==> src/rtl/bootrom_arb.sv <==
// Round-robin arbiter sharing one in-order req/gnt/rvalid slave between NUM_REQ masters.
// Owners of outstanding requests are kept in an in-order FIFO so responses route back.
module bootrom_arb #(
  parameter int unsigned NUM_REQ   = 2,
  parameter int unsigned MAX_OUTST = 2
) (
  input  logic                  clk_i,
  input  logic                  rst_i,
  input  logic [NUM_REQ-1:0]    m_req_i,
  input  logic [NUM_REQ-1:0]    m_we_i,
  input  logic [NUM_REQ*4-1:0]  m_be_i,
  input  logic [NUM_REQ*32-1:0] m_addr_i,
  input  logic [NUM_REQ*32-1:0] m_data_i,
  output logic [NUM_REQ-1:0]    m_gnt_o,
  output logic [NUM_REQ-1:0]    m_rvalid_o,
  output logic [NUM_REQ*32-1:0] m_data_o,
  output logic                  s_req_o,
  output logic                  s_we_o,
  output logic [3:0]            s_be_o,
  output logic [31:0]           s_addr_o,
  output logic [31:0]           s_data_o,
  input  logic                  s_gnt_i,
  input  logic                  s_rvalid_i,
  input  logic [31:0]           s_data_i,
  output logic                  err_o
);

  localparam int unsigned IDW = $clog2(NUM_REQ);
  localparam int unsigned CW  = $clog2(MAX_OUTST + 1);
  localparam int unsigned PW  = (MAX_OUTST > 1) ? $clog2(MAX_OUTST) : 1;

  logic [IDW-1:0] rr_q, rr_d;
  logic [IDW-1:0] win;
  logic [IDW-1:0] idx;
  logic [IDW-1:0] head;
  logic           any_req, room, accept, pop;
  logic [IDW-1:0] owner_q [MAX_OUTST];
  logic [PW-1:0]  wr_ptr_q, wr_ptr_d, rd_ptr_q, rd_ptr_d;
  logic [CW-1:0]  count_q, count_d;
  logic           err_q, err_d;

  // First requester at or after the rr pointer, wrapping modulo NUM_REQ.
  always_comb begin
    win     = '0;
    idx     = '0;
    any_req = 1'b0;
    for (int unsigned i = 0; i < NUM_REQ; i++) begin
      idx = IDW'((32'(rr_q) + i) % NUM_REQ);
      if (!any_req && m_req_i[idx]) begin
        any_req = 1'b1;
        win     = idx;
      end
    end
  end

  assign room   = (count_q < CW'(MAX_OUTST));
  assign accept = s_req_o & s_gnt_i;
  assign pop    = s_rvalid_i & (count_q != '0);
  assign head   = owner_q[rd_ptr_q];

  always_comb begin
    s_req_o  = room & any_req;
    s_we_o   = 1'b0;
    s_be_o   = '0;
    s_addr_o = '0;
    s_data_o = '0;
    m_gnt_o  = '0;
    if (any_req) begin
      s_we_o   = m_we_i[win];
      s_be_o   = m_be_i[32'(win)*4 +: 4];
      s_addr_o = m_addr_i[32'(win)*32 +: 32];
      s_data_o = m_data_i[32'(win)*32 +: 32];
    end
    if (accept) m_gnt_o[win] = 1'b1;
  end

  always_comb begin
    m_rvalid_o = '0;
    m_data_o   = '0;
    if (pop) begin
      m_rvalid_o[head]             = 1'b1;
      m_data_o[32'(head)*32 +: 32] = s_data_i;
    end
  end

  always_comb begin
    rr_d     = rr_q;
    wr_ptr_d = wr_ptr_q;
    rd_ptr_d = rd_ptr_q;
    err_d    = err_q | (s_rvalid_i & (count_q == '0));
    count_d  = count_q + CW'(accept) - CW'(pop);
    if (accept) begin
      rr_d     = (32'(win) == NUM_REQ - 1) ? '0 : win + 1'b1;
      wr_ptr_d = (32'(wr_ptr_q) == MAX_OUTST - 1) ? '0 : wr_ptr_q + 1'b1;
    end
    if (pop) rd_ptr_d = (32'(rd_ptr_q) == MAX_OUTST - 1) ? '0 : rd_ptr_q + 1'b1;
  end

  always_ff @(posedge clk_i) begin
    if (rst_i) begin
      rr_q     <= '0;
      wr_ptr_q <= '0;
      rd_ptr_q <= '0;
      count_q  <= '0;
      err_q    <= 1'b0;
    end else begin
      rr_q     <= rr_d;
      wr_ptr_q <= wr_ptr_d;
      rd_ptr_q <= rd_ptr_d;
      count_q  <= count_d;
      err_q    <= err_d;
    end
  end

  // Owner storage needs no reset: count/pointers alone define validity.
  always_ff @(posedge clk_i) begin
    if (!rst_i && accept) owner_q[wr_ptr_q] <= win;
  end

  assign err_o = err_q;

endmodule
==> config.mk <==
export PLATFORM = sky130hd
export DESIGN_NAME = bootrom_arb
export DESIGN_NICKNAME = d
export VERILOG_FILES = /design/src/rtl/bootrom_arb.sv
export SDC_FILE = /design/constraint.sdc
export NUM_CORES = 1
export LEC_CHECK = 0
export ABC_CLOCK_PERIOD_IN_PS = 1500
export CAP_MARGIN = 30
export CORE_AREA = 2 2 123 125
export DETAILED_ROUTE_END_ITERATION = 12
export DIE_AREA = 0 0 125 127
export GPL_TIMING_DRIVEN = 1
export PLACE_DENSITY = 0.65
export SYNTH_ARGS = -nofsm -noshare
export SYNTH_HDL_FRONTEND = slang
export SYNTH_SLANG_ARGS = --single-unit
==> constraint.sdc <==
create_clock -name clk_i -period 1.5 [get_ports clk_i]
set_clock_uncertainty 0.05 [all_clocks]
set_input_delay 0.15 -clock clk_i [delete_from_list [all_inputs] [get_ports clk_i]]
set_output_delay 0.15 -clock clk_i [all_outputs]
set_load 0.005 [all_outputs]
# Word level (Yosys, flattened, before mapping)
# Memories as Yosys holds them, arrays and structs flattened. A register that Yosys moved wholly into a read port is not among the register bits.
# Cells that the tools add are included.
[word_totals]
regBits = 6
in_bits = 176
ram_bits = 2
output_inout_bits = 139
elab_cells = 67
n_memories = 1
[classes]
order_cmp = 7
bitwise = 6
n_mux = 28
addsub = 7
shifts = 5
n_reduce_logical = 8
[mem_list]
columns = ["memory", "words", "width", "read_ports", "rd_ports_with_merged_regs", "write_ports", "line_no", "source"]
rows = [
  ["owner_q", 2, 1, 1, 1, 1, "37", "logic [IDW-1:0] owner_q [MAX_OUTST];"],
]
[ops]
columns = ["op", "n"]
rows = [
  ["64-bit by 7-bit variable part select with 32-bit output", 2],
  ["64-bit bitwise AND", 1],
  ["32-bit two-way mux", 2],
  ["64-bit two-way mux", 1],
  ["32-bit by 34-bit variable shift with 64-bit output (first input constant)", 1],
  ["32-bit by 34-bit variable part select with 64-bit output", 1],
  ["6-bit negation with 34-bit output", 1],
  ["1-bit two-way mux", 20],
  ["1-bit by 2-bit less-than comparator with 1-bit output (second input constant)", 4],
  ["8-bit by 4-bit variable part select with 4-bit output", 1],
  ["1-bit adder (second input constant)", 4],
  ["1-bit bitwise AND", 4],
  ["1-bit logical AND", 4],
  ["2-bit two-way mux", 2],
  ["4-bit two-way mux", 1],
  ["2-bit by 1-bit adder with 2-bit output", 1],
  ["1-bit demux with 1-bit select", 2],
  ["1-bit greater-or-equal comparator (second input constant)", 2],
  ["1-bit zero test", 2],
  ["2-bit zero test", 1],
  ["2-bit less-than comparator (second input constant)", 1],
  ["2-bit nonzero test", 1],
  ["2-bit by 1-bit subtractor with 2-bit output", 1],
  ["1-bit OR", 1],
]

# Depth between registers and ports, before layout
# Gate-level depths: netlist of run 1.
[depth]
word_depth = 11
depth_mapped = 6
ltp_nobuf = 6

# Worst setup path before layout of run 1
# OpenSTA, ideal clock, no wires.
[synth_timing]
kind = "reg2reg"
startpoint = "register count_q[0]"
endpoint = "register count_q[1]"
path_slack_ns = 0.175
t_arrival_ns = 1.144
setup_time_ns = 0.131
synth_period_minus_slack_ns = 1.325
t_required_ns = 1.319
stages_incl_launch_ff = 7
n_path_buf = 0
path_cell_list = "dfxtp_1 o21ai_2 inv_2 ha_1 xor2_1 nand4_1 nor3b_1"
[synth_between]
word_cells_on_any_way = 7
cone_classes = "add/sub (2); order compare (1); bitwise (3); reduce/logical (1)"
[synth_lines]
columns = ["element", "line_no", "source"]
rows = [
  ["start, declared", "39", "logic [CW-1:0] count_q, count_d;"],
  ["start signal, assigned", "110", "count_q <= count_d;"],
  ["2-bit nonzero test", "58", "assign pop = s_rvalid_i & (count_q != '0);"],
  ["1-bit bitwise AND", "58", ""],
  ["named net pop", "36", "logic any_req, room, accept, pop;"],
  ["2-bit by 1-bit subtractor with 2-bit output", "91", "count_d = count_q + CW'(accept) - CW'(pop);"],
]
# The timed path passes the listed nets, and every way through them passes these cells.
# A chain may end at the register's enable or synchronous reset.

==> results of run 1 <==
==> cell usage in the layout (no fill, tap or decap), drive strengths merged, types with 2 or more instances in the layout <==
cell type      netlist  layout
a21oi                4       4
and2                64      64
buf                 22     204
clkbuf              25      33
clkdlybuf4s50        0     174
dfxtp                7       7
dlymetal6s2s         0       2
edfxtp               2       2
inv                  6       6
nand2               70      70
nor2                 6       6
nor3                 3       3
nor3b                2       2
o211ai              69      69
o21ai               71      71
xor2                 2       2
==> worst min-delay path, delay by kind of cell (launching register included) <==
family	cells	cell delay [ns]
DFF	1	0.33
AOI/OAI and AO/OA	1	0.04
and+or+nand+nor	1	0.07
==> repair_timing <==
| item | in CTS | in global routing |
|---|---|---|
| pin swaps | 25 | 88 |
| gates cloned | 7 | 12 |
| setup endpoints to repair | 139 | 140 |
| buffers inserted | 13 | 35 |
| resized for setup | 389 | 323 |
==> logic make-up after synthesis <==
group	after synthesis	share of synthesized area
xor+xnor	2	0.00794
mux	1	0.00454
simple gates	149	0.337
fa+ha+maj	1	0.00567
flops	9	0.0907
compound gates	148	0.425
buf+inv	53	0.130
==> power breakdown <==
part,total [µW],internal [µW],switching [µW]
logic,3320,2040,1280
clock network,470,355,115
registers,375,317,57.9
total,4160,2710,1450
==> metal layers <==
layer	share of wire	up-vias
li1	-	2016
met1	0.37	1905
met2	0.53	215
met3	0.071	24
met4	0.023	0
met5	0	-
==> worst max path at each step <==
| stage | start | end | slack (ns) | cells after the start |
|---|---|---|---|---|
| 2_1_floorplan | count_q[0] | count_q[1] | 0.18 | 6 |
| 6_report | owner_q[1] | m_data_o[26] | -0.29 | 7 |
| 3_5_place_dp | s_rvalid_i | m_data_o[39] | -0.44 | 6 |
| 3_3_place_gp | s_rvalid_i | m_data_o[49] | -0.43 | 6 |
| 4_1_cts | rr_q | s_data_o[24] | -0.43 | 4 |
| 5_1_grt | owner_q[1] | m_data_o[26] | -0.39 | 7 |
==> through the flow <==
stage                     hold WS [ns]  total power [µW]  utilization  TNS [ns]
final                            0.425              4160        0.455    -21.33
after global routing             0.461              4420        0.455    -30.16
after CTS                        0.425              3620        0.421    -33.97
after detailed placement         0.412              2910        0.398    -38.81
after global placement           0.415              2910        0.398    -38.68
after floorplan                  0.239              1280            -         0
==> cell type report <==
cell class | instances | area share
well taps | 184 | 0.0351
inverters | 6 | 0.00343
diodes | 1 | 0.000381
multi-input cells | 301 | 0.315
clock buffers | 4 | 0.0120
repair buffers | 409 | 0.603
flip-flops and latches | 9 | 0.0314
==> reports/qor.yml, run 1 <==
syn_nets: 540
required_ns: 1.30
design.core.area_um2: 14400
drv_cap: 0
nNetsFinal: 907
slew_viol_final: 0
cpMostUsedCell: "buf_12"
dpl_worst_slack_ns: -0.441
clockBufferDepth: 2
ant_nets: 0
clock-sinks: 9
r2r_setup_slack_ns: -0.08
root_buffer: "clkbuf_16"
r2r-start: "count_q[0]"
clock_latency_ns: 0.23
rsz0062_at_grt: "true"
crit_chain: "mux2i_2 > nor2b_4 > buf_12 > buf_8 > buf_12 > and2_4 > buf_6"
setup_slack_ns: -0.292
grt_max_degree: 40
portBuffers: 314
ys_ff_latch: 9
crit_arrival_ns: 1.59
seqCellArea_um2: 206
startpoint_type: "register"
synth_top_cell_area_share: 0.235
layout_min_cycle_time_ns: 1.79
fmax_mhz: 558
status: "finished, violations left"
grt.total_usage: 0.156
hold_path_end: "err_o"
synth_area_leader_cell: "o211ai_1"
violations: "negative setup slack"
synthArstFlopShare: 0
drcViolationCount: 0
synth_edf_count: 2
synthTopCellsByArea: "o211ai_1 23%, and2_1 18%, o21ai_1 16%"
final_area_um2: 6570
synth.avg_cell_area_um2: 6.08
antenna_found_initial: 1
ctsHoldBuffers: 0
vias: 4160
finalCritPeriodShare: 1.19
wl_um: 15500
met1_usage: 0.171
worst_pin_slew_ns: 0.401
peakVddDrop_uv: 406
use_met3: 0.0343
power.leakage_uw: 0.00292
dp_cells: 854
synthMostInstantiatedCell: "nand2_1"
multiInputGateArea_um2: 2070
netlist_instances: 363
hold_path_startpoint: "err_o"
worstRegToRegCells: 7
htreeDepth: 1
instances_no_fill: 914
critPathSlowestCell: "edfxtp_1"
clk_pin_slew_worst_paths_ns: 0.04
gp_congestion: 0.840
critPathMaxStageDelay_ns: 0.38
wl_per_cell_um: 16.9
yosysWarnings: 0
postPlaceCellArea_um2: 5730
synthDistinctLibCells: 29
yosys-top-cells-count: "70 x nand2_1, 69 x o211ai_1, 69 x o21ai_1"
gr-total-overflow: 0
synth_area_um2: 2210
powerDensity_nw_per_um2: 634
drive_above_1_share: 0.472
ys.flop_type: "dfxtp_1"
cts_buffers: 3
hold_path.class: "reg2reg"
rows: 44
design.die.area_um2: 15900
crit_type: "reg2out"
path_buf_inv: 4
globalRouteMet2Util: 0.302
cp_top_family: "buffers and inverters"
holdPathStages: 2
drtPass1Iterations: 4
via_per_inst: 4.55
busiest_layer: "met2"
grt_pass1_vias: 3876
start_util: 0.153
die_h_um: 127
crit_path_end_kind: "output port"
grt_pass1_wl_um: 20300
rr_endpoint: "count_q[1]"
die_x_um: 125
maxSlewHeadroom: 0.733
dp.final_hpwl_um: 10000
area_delta_synth_final_pct: 198
setup_violations: 136
cp_max_fo: 7
drtIter0Drc: 113
synth_seq_area_share: 0.0907
cts_tree: "built"
fillCellCount: 1463
hold_viol: 0
pin_count: 315
No activity file was read; power rests on OpenSTA's default activity.
==> run 2, diff against run 1 <==
--- a/config.mk
+++ b/config.mk
@@ -5,13 +5,14 @@
 export SDC_FILE = /design/constraint.sdc
 export NUM_CORES = 1
 export LEC_CHECK = 0
-export ABC_CLOCK_PERIOD_IN_PS = 1500
+export ABC_CLOCK_PERIOD_IN_PS = 1700
 export CAP_MARGIN = 30
 export CORE_AREA = 2 2 123 125
 export DETAILED_ROUTE_END_ITERATION = 12
 export DIE_AREA = 0 0 125 127
 export GPL_TIMING_DRIVEN = 1
 export PLACE_DENSITY = 0.65
+export SLEW_MARGIN = 20
 export SYNTH_ARGS = -nofsm -noshare
 export SYNTH_HDL_FRONTEND = slang
 export SYNTH_SLANG_ARGS = --single-unit
==> constraint.sdc (replaced) <==
create_clock -name clk_i -period 1.7 [get_ports clk_i]
set_clock_uncertainty 0.05 [all_clocks]
set_input_delay 0.34 -clock clk_i [delete_from_list [all_inputs] [get_ports clk_i]]
set_output_delay 0.34 -clock clk_i [all_outputs]
set_load 0.005 [all_outputs]
==> run 2 against run 1 <==
Compared with the run above:
- the flow still finishes with violations (negative setup slack)
- design area up 7.0%
- sequential power decreased by 11%
- utilization grew 3.2 points
- die area unchanged
- first-iteration DRC count decreased by 0.88%
- critical path type unchanged
==> reports/qor.yml, run 2 (synthesized netlist as in run 1, its figures left out) <==
grt_pass1_vias: 4266
design.die.area_um2: 15900
rows: 44
nNetsFinal: 920
layout_commonest_cell: "clkdlybuf4s50_1"
rsz0062_at_grt: "true"
hold_path_startpoint: "err_o"
maxSlewHeadroom: 0.797
multiInputGateArea_um2: 2180
power.leakage_uw: 0.00310
drv_cap: 0
cts_buffers: 3
setup_violations: 130
r2r_setup_slack_ns: 0.16
design.core.area_um2: 14400
crit_type: "reg2out"
status: "finished, violations left"
slew_viol_final: 0
ctsHoldBuffers: 0
diodes: 0
fmax_mhz: 484
die_h_um: 127
wl_per_cell_um: 17.0
worstRegToRegCells: 7
required_ns: 1.31
root_buffer: "clkbuf_16"
setup_slack_ns: -0.365
die_x_um: 125
critPathMaxStageDelay_ns: 0.38
clock_latency_ns: 0.24
peakVddDrop_uv: 327
dp.final_hpwl_um: 10400
via_per_inst: 4.51
drcViolationCount: 0
seqCellArea_um2: 206
portBuffers: 314
final_area_um2: 7030
antenna_found_initial: 0
start_util: 0.153
htreeDepth: 1
crit_path_end_kind: "output port"
critPathSlowestCell: "edfxtp_1"
crit_start: "owner_q[1]"
ant_nets: 0
crit_chain: "mux2i_2 > nor2b_4 > buf_12 > buf_6 > buf_6 > buf_6 > and2_4 > buf_6"
startpoint_type: "register"
clockBufferDepth: 2
crit_arrival_ns: 1.67
finalCritPeriodShare: 1.21
hold_path.class: "reg2reg"
layout_min_cycle_time_ns: 2.06
gp_congestion: 0.842
clock-sinks: 9
cp_max_fo: 4
drtIter0Drc: 112
drive_above_1_share: 0.523
powerDensity_nw_per_um2: 574
drtPass1Iterations: 4
violations: "negative setup slack"
r2r-start: "count_q[0]"
cpMostUsedCell: "buf_6"
vias: 4179
clk_pin_slew_worst_paths_ns: 0.04
area_delta_synth_final_pct: 218
grt.total_usage: 0.175
path_buf_inv: 5
cp.depth: 8
grt_pass1_wl_um: 22700
grt_max_degree: 35
cp_top_family: "buffers and inverters"
worst_pin_slew_ns: 0.303
layout_common_cells: "173 x clkdlybuf4s50_1, 103 x buf_6, 78 x buf_2"
hold_viol: 0
rr_endpoint: "count_q[1]"
cts_tree: "built"
fin_util: 0.487
pin_count: 315
gr-total-overflow: 0
fillCellCount: 1363
crit_end: "m_data_o[13]"
wl_um: 15700
postPlaceCellArea_um2: 5770
## run 2: cell types whose count changed in the layout (fill, tap and decap cells not counted), sizes merged
cell	previous run	this run
buf	204	243
clkbuf	33	7
dlygate4sd2	0	2
dlymetal6s2s	2	0
clkdlybuf4s50	174	173
clkinv	0	1
diode	1	0
## run 2: layout make-up
type	count	area share
clock inverter	1	0.000712
timing repair buffer	422	0.614
sequential	9	0.0294
clock buffer	3	0.0107
multi-input combinational	301	0.310
inverter	6	0.00320
tap	184	0.0328
## run 2: how the worst min path moves through the flow
| stage | slack (ns) | depth (start not counted) | end |
|---|---|---|---|
| 2_1_floorplan | 0.41 | 2 | err_o |
| 3_3_place_gp | 0.42 | 2 | err_o |
| 3_5_place_dp | 0.43 | 2 | err_o |
| 4_1_cts | 0.44 | 2 | err_o |
| 5_1_grt | 0.47 | 2 | wr_ptr_q |
| 6_report | 0.43 | 2 | err_o |
## run 2: power by group
group          internal (µW)  switching (µW)  leakage, µW
sequential               280            53.2    0.0000778
combinational           2070            1210      0.00298
clock                    311             112    0.0000409
total                   2660            1370      0.00310
## run 2: through the flow
| stage | TNS, ns | setup WS, ns | hold WS [ns] | instances | total power [µW] |
|---|---|---|---|---|---|
| floorplan | 0 | 0.185 | 0.410 | 363 | 1130 |
| global placement | -61.79 | -0.628 | 0.415 | 859 | 2590 |
| detailed placement | -62.16 | -0.638 | 0.430 | 859 | 2590 |
| CTS | -27.21 | -0.352 | 0.442 | 924 | 3780 |
| global route | -29.92 | -0.451 | 0.474 | 926 | 4270 |
| finish | -24.03 | -0.365 | 0.430 | 926 | 4030 |
## run 2: worst reg2reg max path, stage by stage, from the launching register on
cell	delay, ns
dfxtp_1	0.33
o21ai_4	0.24
buf_4	0.16
inv_2	0.03
ha_1	0.19
xor2_1	0.19
nand4_1	0.11
nor3b_1	0.14
## run 2: timing repair
item                       in CTS  in global routing
resized for setup             724                112
cloned                         17                  5
hold endpoints to repair        0                  0
pin swaps                     147                 24
setup endpoints to repair     138                137
setup buffers                  45                  7
## run 2: layer usage
| layer | GRT usage | vias to the layer above | part of all wire |
|---|---|---|---|
| met5 | 0 | - | 0 |
| met4 | 0.0333 | 0 | 0.0085 |
| met3 | 0.0343 | 6 | 0.060 |
| met2 | 0.354 | 192 | 0.55 |
| met1 | 0.188 | 1934 | 0.39 |
| li1 | - | 2047 | - |
